**config.mk**
```make
export PLATFORM = sky130hd
export DESIGN_NAME = psc_trigger_frame_scheduler_flat
export DESIGN_NICKNAME = d
export VERILOG_FILES = /design/src/rtl/psc_trigger_frame_scheduler_if.sv /design/src/rtl/psc_trigger_frame_scheduler.sv /design/src/flat_wrapper.sv
export SDC_FILE = /design/constraint.sdc
export NUM_CORES = 1
export LEC_CHECK = 0
export CORE_MARGIN = 8
export CORE_UTILIZATION = 51
export DETAILED_ROUTE_END_ITERATION = 12
export PLACE_DENSITY = 0.81
export REMOVE_ABC_BUFFERS = 1
export SYNTH_ARGS = -nofsm -noshare
export SYNTH_HDL_FRONTEND = slang
export SYNTH_SLANG_ARGS = --single-unit
```
**constraint.sdc**
```tcl
create_clock -name clk -period 3.96 [get_ports clk]
set_clock_uncertainty 0.2 [all_clocks]
set_input_delay 0.792 -clock clk [delete_from_list [all_inputs] [get_ports clk]]
set_output_delay 0.792 -clock clk [all_outputs]
set_load 0.01 [all_outputs]
```
**src/rtl/psc_trigger_frame_scheduler_if.sv**
```systemverilog
// Byte-slot scheduler bus: strobe/request inputs and frame status outputs.
// The testbench or upstream logic takes master; the scheduler takes slave.
interface psc_trigger_frame_scheduler_if;
  logic       byte_strobe;
  logic       trigger_req;
  logic       status_req;
  logic [3:0] tx_counter;
  logic [1:0] frame_type;
  logic       is_trigger;
  logic       frame_active;
  logic       frame_done;
  logic [7:0] trigger_drop_count;

  modport master (
    output byte_strobe, trigger_req, status_req,
    input  tx_counter, frame_type, is_trigger, frame_active, frame_done, trigger_drop_count
  );

  modport slave (
    input  byte_strobe, trigger_req, status_req,
    output tx_counter, frame_type, is_trigger, frame_active, frame_done, trigger_drop_count
  );
endinterface

```
**src/rtl/psc_trigger_frame_scheduler.sv**
```systemverilog
// Arbitrates trigger, status and keepalive frames onto byte slots; all outputs registered.
// Keepalive generation is built only when PSC_TRIGGER_KEEPALIVE_EN is defined.
module psc_trigger_frame_scheduler #(
  parameter int FRAME_LEN   = 10,
  parameter int IDLE_PERIOD = 100
) (
  input logic                          clk,
  input logic                          reset,
  psc_trigger_frame_scheduler_if.slave bus
);
  // state | meaning
  // IDLE  | no frame; next byte_strobe starts the highest-priority pending frame
  // TRIG  | trigger frame occupying byte slots
  // STAT  | status frame occupying byte slots
  // KEEP  | keepalive frame (keepalive build only)
`ifdef PSC_TRIGGER_KEEPALIVE_EN
  typedef enum logic [1:0] {IDLE = 2'b00, TRIG = 2'b01, STAT = 2'b10, KEEP = 2'b11} state_t;
`else
  typedef enum logic [1:0] {IDLE = 2'b00, TRIG = 2'b01, STAT = 2'b10} state_t;
`endif

  localparam logic [3:0] LAST_SLOT = 4'(FRAME_LEN - 1);

  state_t     state_q, state_d;
  logic [3:0] cnt_q, cnt_d;
  logic [1:0] type_q;
  logic       is_trig_q, active_q, done_q, done_d;
  logic [7:0] drop_q;
  logic       trig_pend_q, stat_pend_q;
  logic       start_trig, start_stat;
  logic       drop_inc;

`ifdef PSC_TRIGGER_KEEPALIVE_EN
  localparam int IDLE_W = $clog2(IDLE_PERIOD + 1);
  logic [IDLE_W-1:0] idle_cnt_q;
  logic              keep_pend_q, start_keep, idle_tick, frame_start;
`endif

  always_comb begin
    state_d    = state_q;
    cnt_d      = cnt_q;
    done_d     = 1'b0;
    start_trig = 1'b0;
    start_stat = 1'b0;
`ifdef PSC_TRIGGER_KEEPALIVE_EN
    start_keep = 1'b0;
`endif
    if (bus.byte_strobe) begin
      case (state_q)
        IDLE: begin
          cnt_d = '0;
          if (trig_pend_q) begin
            state_d    = TRIG;
            start_trig = 1'b1;
          end else if (stat_pend_q) begin
            state_d    = STAT;
            start_stat = 1'b1;
          end
`ifdef PSC_TRIGGER_KEEPALIVE_EN
          else if (keep_pend_q) begin
            state_d    = KEEP;
            start_keep = 1'b1;
          end
`endif
        end
        default: begin
          if (cnt_q == LAST_SLOT) begin
            state_d = IDLE;
            cnt_d   = '0;
            done_d  = 1'b1;
          end else begin
            cnt_d = cnt_q + 4'd1;
          end
        end
      endcase
    end
  end

  // A trigger arriving while its own frame starts re-arms the flag instead of dropping
  assign drop_inc = bus.trigger_req & trig_pend_q & ~start_trig;

  always_ff @(posedge clk or posedge reset) begin
    if (reset) begin
      state_q     <= IDLE;
      cnt_q       <= '0;
      type_q      <= 2'b00;
      is_trig_q   <= 1'b0;
      active_q    <= 1'b0;
      done_q      <= 1'b0;
      drop_q      <= '0;
      trig_pend_q <= 1'b0;
      stat_pend_q <= 1'b0;
    end else begin
      state_q     <= state_d;
      cnt_q       <= cnt_d;
      type_q      <= state_d;
      is_trig_q   <= (state_d == TRIG);
      active_q    <= (state_d != IDLE);
      done_q      <= done_d;
      trig_pend_q <= start_trig ? bus.trigger_req : (trig_pend_q | bus.trigger_req);
      stat_pend_q <= start_stat ? bus.status_req  : (stat_pend_q | bus.status_req);
      if (drop_inc && drop_q != 8'hFF) drop_q <= drop_q + 8'd1;
    end
  end

`ifdef PSC_TRIGGER_KEEPALIVE_EN
  assign frame_start = start_trig | start_stat | start_keep;
  assign idle_tick   = (state_q == IDLE) && bus.byte_strobe &&
                       !trig_pend_q && !stat_pend_q && !keep_pend_q;

  always_ff @(posedge clk or posedge reset) begin
    if (reset) begin
      idle_cnt_q  <= '0;
      keep_pend_q <= 1'b0;
    end else begin
      if (frame_start)    idle_cnt_q <= '0;
      else if (idle_tick) idle_cnt_q <= idle_cnt_q + IDLE_W'(1);
      if (start_keep) keep_pend_q <= 1'b0;
      else if (idle_tick && (idle_cnt_q + IDLE_W'(1)) == IDLE_W'(IDLE_PERIOD)) keep_pend_q <= 1'b1;
    end
  end
`endif

  assign bus.tx_counter         = cnt_q;
  assign bus.frame_type         = type_q;
  assign bus.is_trigger         = is_trig_q;
  assign bus.frame_active       = active_q;
  assign bus.frame_done         = done_q;
  assign bus.trigger_drop_count = drop_q;
endmodule

```
**src/flat_wrapper.sv**
```systemverilog
// flat-port wrapper written by rule: the top's interface ports become plain ports
module psc_trigger_frame_scheduler_flat 
#(
  parameter int FRAME_LEN   = 10,
  parameter int IDLE_PERIOD = 100
)
  (clk, reset, bus_byte_strobe, bus_trigger_req, bus_status_req, bus_tx_counter, bus_frame_type, bus_is_trigger, bus_frame_active, bus_frame_done, bus_trigger_drop_count);
  psc_trigger_frame_scheduler_if bus_i ();
  input logic clk;
  input logic reset;
  input wire logic [$bits(bus_i.byte_strobe)-1:0] bus_byte_strobe;
  input wire logic [$bits(bus_i.trigger_req)-1:0] bus_trigger_req;
  input wire logic [$bits(bus_i.status_req)-1:0] bus_status_req;
  output wire logic [$bits(bus_i.tx_counter)-1:0] bus_tx_counter;
  output wire logic [$bits(bus_i.frame_type)-1:0] bus_frame_type;
  output wire logic [$bits(bus_i.is_trigger)-1:0] bus_is_trigger;
  output wire logic [$bits(bus_i.frame_active)-1:0] bus_frame_active;
  output wire logic [$bits(bus_i.frame_done)-1:0] bus_frame_done;
  output wire logic [$bits(bus_i.trigger_drop_count)-1:0] bus_trigger_drop_count;
  assign bus_i.byte_strobe = bus_byte_strobe;
  assign bus_i.trigger_req = bus_trigger_req;
  assign bus_i.status_req = bus_status_req;
  assign bus_tx_counter = bus_i.tx_counter;
  assign bus_frame_type = bus_i.frame_type;
  assign bus_is_trigger = bus_i.is_trigger;
  assign bus_frame_active = bus_i.frame_active;
  assign bus_frame_done = bus_i.frame_done;
  assign bus_trigger_drop_count = bus_i.trigger_drop_count;
  psc_trigger_frame_scheduler #(.FRAME_LEN(FRAME_LEN), .IDLE_PERIOD(IDLE_PERIOD)) u_core (.clk(clk), .reset(reset), .bus(bus_i));
endmodule
```
==> results by group <==
Global routing
  • Initial antenna violation count: 0
  • First-pass GRT wire length: 3220 microns
  • Vias in the first global route: 669
  • Overflow after GRT: 0
  • GRT Util Overall: 12.2%
  • Pin count of the biggest net entering global routing: 20

Setup path
  • Worst r2r src: u_core.state_q[0]$_DFF_PP0_
  • R2r setup slk: 2.21 ns
  • Crit end category: flip-flop
  • Setup crit start: bus_byte_strobe
  • Crit Path Category: in -> reg
  • Crit path max fanout: 11
  • Worst reg2reg path depth: 4
  • Critical path launch point type: input port
  • Critical R2R Capture: u_core.bus.trigger_drop_count[1]$_DFFE_PP0P_
  • CP endpoint: u_core.bus.trigger_drop_count[1]$_DFFE_PP0P_
  • Worst path arrival time: 2.43 ns
  • CP Data Required Time: 3.95 ns

Status
  • Status: finished, final reports clean

Power and ir drop
  • Clock share of power: 13.0%
  • PwrDens: roughly 650 nW/um^2
  • P_int: 484 uW
  • Leakage: slightly above 0.5 nW
  • Sequential group share of total power: a little under half
  • Switching Fraction: 36.3%
  • Total power: 759 uW
  • Gate power share: between 40% and 50%
  • Net switching power: 275 uW
  • Worst vdd ir: 0.349 mV

Finish
  • Fillers: 138
  • Nets: around 110
  • Final std cells w/o fill: around 130
  • Register area: 475 sq um
  • Layout cells sized above 1: 13.5%
  • Multi-input combinational cell area: 425 sq um
  • # diodes: 0
  • Design area: 1180 sq um
  • Synthesis-to-finish area growth: 28.8%

Clock tree
  • Resize count post-CTS: 0
  • TritonCTS sink count: 19
  • H-tree depth: 1
  • CTS tree: built
  • Clock latency on the worst-skew pair: 0.29 ns
  • Clk slew on worst S/H paths: 0.11 ns
  • CTS Buf Count: 3
  • Hold_buf cts: 0
  • CTS root buf: clkbuf_4
  • CTS Buffer Depth: 2
  • Post-CTS Setup Bufs: 0

Drt
  • Vias per cell: around 5.4
  • DRT iter0 DRCs: 11
  • WL final: 1900 microns
  • Post-route ant nets: 0
  • Avg WL per Cell: around 15 microns
  • Vias: 692
  • Drt first pass iters: 4
  • DRC: 0

Timing
  • Slew @ Worst Pin: 0.703 ns
  • RSZ-0062 raised after global routing: no
  • Worst slew margin: 53.1%
  • Final Hold Slack: 0.323 ns
  • Slew Limit Fails: 0
  • Final hold violation count: 0
  • Final TNS setup: 0 ns
  • FMAX: 0.411 GHz
  • Min Tclk post-route: 2.44 ns
  • Final Cycle Share: 61.5%
  • Final setup fails: 0

Hold path
  • Hold Path Class: reg -> reg
  • Min-delay src: u_core.bus.trigger_drop_count[2]$_DFFE_PP0P_

Logic synthesis
  • Cells after Synth: 80
  • Ys Warns: 0
  • Seq cells post-synth: 19
  • Seq/Total Area, Yosys: between 50% and 60%
  • Unique masters post-synth: 30
  • Avg Synthesized Cell Area: 11.4 sq um
  • Mapped Area: 913 sq um

Placed design
  • Routability cong.: ~0.77
  • Placed cell areas: 1150 sq um
  • HPWL Detailed: around 1400 microns
  • Placed insts: 125
  • IO buf count: 21

Die
  • Core ar.: 1710 sq um
  • Rows: 15
  • Initial Util: 53.5%
  • Die Area: between 3000 and 4000 sq um
  • Die width: slightly below 60 microns
  • I/O Pins: 22
  • Die H: between 50 and 60 microns

Run
  • Max cap viols: 0
cell families after synthesis:
| group | count (synthesis) | share of synthesized area [%] |
|---|---|---|
| compound gates | 16 | 10.5 |
| xor+xnor | 5 | 4.79 |
| fa+ha+maj | 3 | 4.11 |
| buf+inv | 3 | 1.37 |
| flops | 19 | 52.1 |
| mux | 3 | 4.38 |
| simple gates | 31 | 22.7 |
through the flow:
step           setup WS, ns  utilization (%)
3_3_place_gp           1.27             67.3
4_1_cts                1.54             68.9
6_report               1.52             68.9
3_5_place_dp           1.23             67.3
5_1_grt                1.48             68.9
2_1_floorplan          1.98                -
cell usage after synthesis:
master    number  share of area [%]
dfrtp_1       19                 52
nand2_1        8                3.3
o21ai_0        8                4.4
xor2_1         5                4.8
a21oi_1        3                1.6
ha_1           3                4.1
nor3_1         3                1.6
nor3b_1        3                2.5
and3_1         2                1.4
inv_1          2               0.82
mux2_4         2                3.3
nand3_1        2                1.1
nand3b_1       2                1.6
nor2_1         2               0.82
a21o_1         1               0.82
a21o_2         1               0.96
buf_2          1               0.55
mux2i_1        1                1.1
nand2b_1       1               0.69
nand3_4        1                1.9
nand4b_1       1               0.96
nor2_2         1               0.69
nor3_2         1                1.1
nor3_4         1                1.8
o21ba_2        1                1.1
o221ai_1       1               0.96
o22ai_1        1               0.69
or2_2          1               0.69
or3b_4         1                1.2
or4bb_2        1                1.4
registers in the layout, indices dropped and copies added (netlist names):
register	flops
u_core.bus.frame_active	1
u_core.bus.frame_done	1
u_core.bus.is_trigger	1
u_core.bus.trigger_drop_count	8
u_core.bus.tx_counter	4
u_core.stat_pend_q	1
u_core.state_q	2
u_core.trig_pend_q	1
layer usage:
metal  vias to the layer above  track usage [%]  part of all wire [%]
met5                         -                0                     0
met4                         0             6.29                   1.4
met3                         2             3.48                   4.8
met2                        13             18.7                    49
met1                       346             15.1                    45
li1                        331                -                     -
power groups by stage:
| stage | Clock, mW | Sequential (mW) | Combinational, mW |
|---|---|---|---|
| floorplan | 0 | 0.360 | 0.127 |
| global placement | 0 | 0.341 | 0.312 |
| detailed placement | 0 | 0.346 | 0.321 |
| CTS | 0.101 | 0.344 | 0.322 |
| global route | 0.105 | 0.354 | 0.346 |
| finish | 0.0985 | 0.344 | 0.316 |
worst min path at each step:
stage                                                              end  cells after the start
after floorplan                           u_core.stat_pend_q$_DFF_PP0_                      2
after global placement    u_core.bus.trigger_drop_count[2]$_DFFE_PP0P_                      1
after detailed placement  u_core.bus.trigger_drop_count[2]$_DFFE_PP0P_                      1
after CTS                 u_core.bus.trigger_drop_count[2]$_DFFE_PP0P_                      1
after global routing      u_core.bus.trigger_drop_count[3]$_DFFE_PP0P_                      1
final                     u_core.bus.trigger_drop_count[2]$_DFFE_PP0P_                      1
final cells by class:
type / instances / share of cell area (%)
well taps: 25 / 2.66
flip-flops and latches: 19 / 40.4
inverters: 2 / 0.638
multi-input cells: 58 / 36.2
repair buffers: 21 / 17.9
clock buffers: 4 / 2.23
layout by cell type, fill, tap and decap left out:
cell type,instances
a21oi_1,3
and3_1,2
nand2_1,8
or4bb_2,1
nor3_1,3
clkdlybuf4s50_1,21
o21ai_0,8
nand3b_1,2
o22ai_1,1
nand3_4,1
o21ba_2,1
o221ai_1,1
nand3_1,2
a21o_2,1
inv_1,2
nor3_2,1
clkbuf_1,1
nor3b_1,3
nor2_2,1
nand4b_1,1
dfrtp_1,19
or2_2,1
ha_1,3
xor2_1,5
nor2_1,2
mux2i_1,1
a21o_1,1
nor3_4,1
mux2_4,2
clkbuf_4,3
or3b_4,1
nand2b_1,1
worst max-delay path: stages:
cell and delay [ns]:
clkdlybuf4s50_1 0.67, or3b_4 0.45, nand3_4 0.15, nor2_2 0.07, mux2_4 0.29
Note: power is estimated with default switching activity, not from simulation.
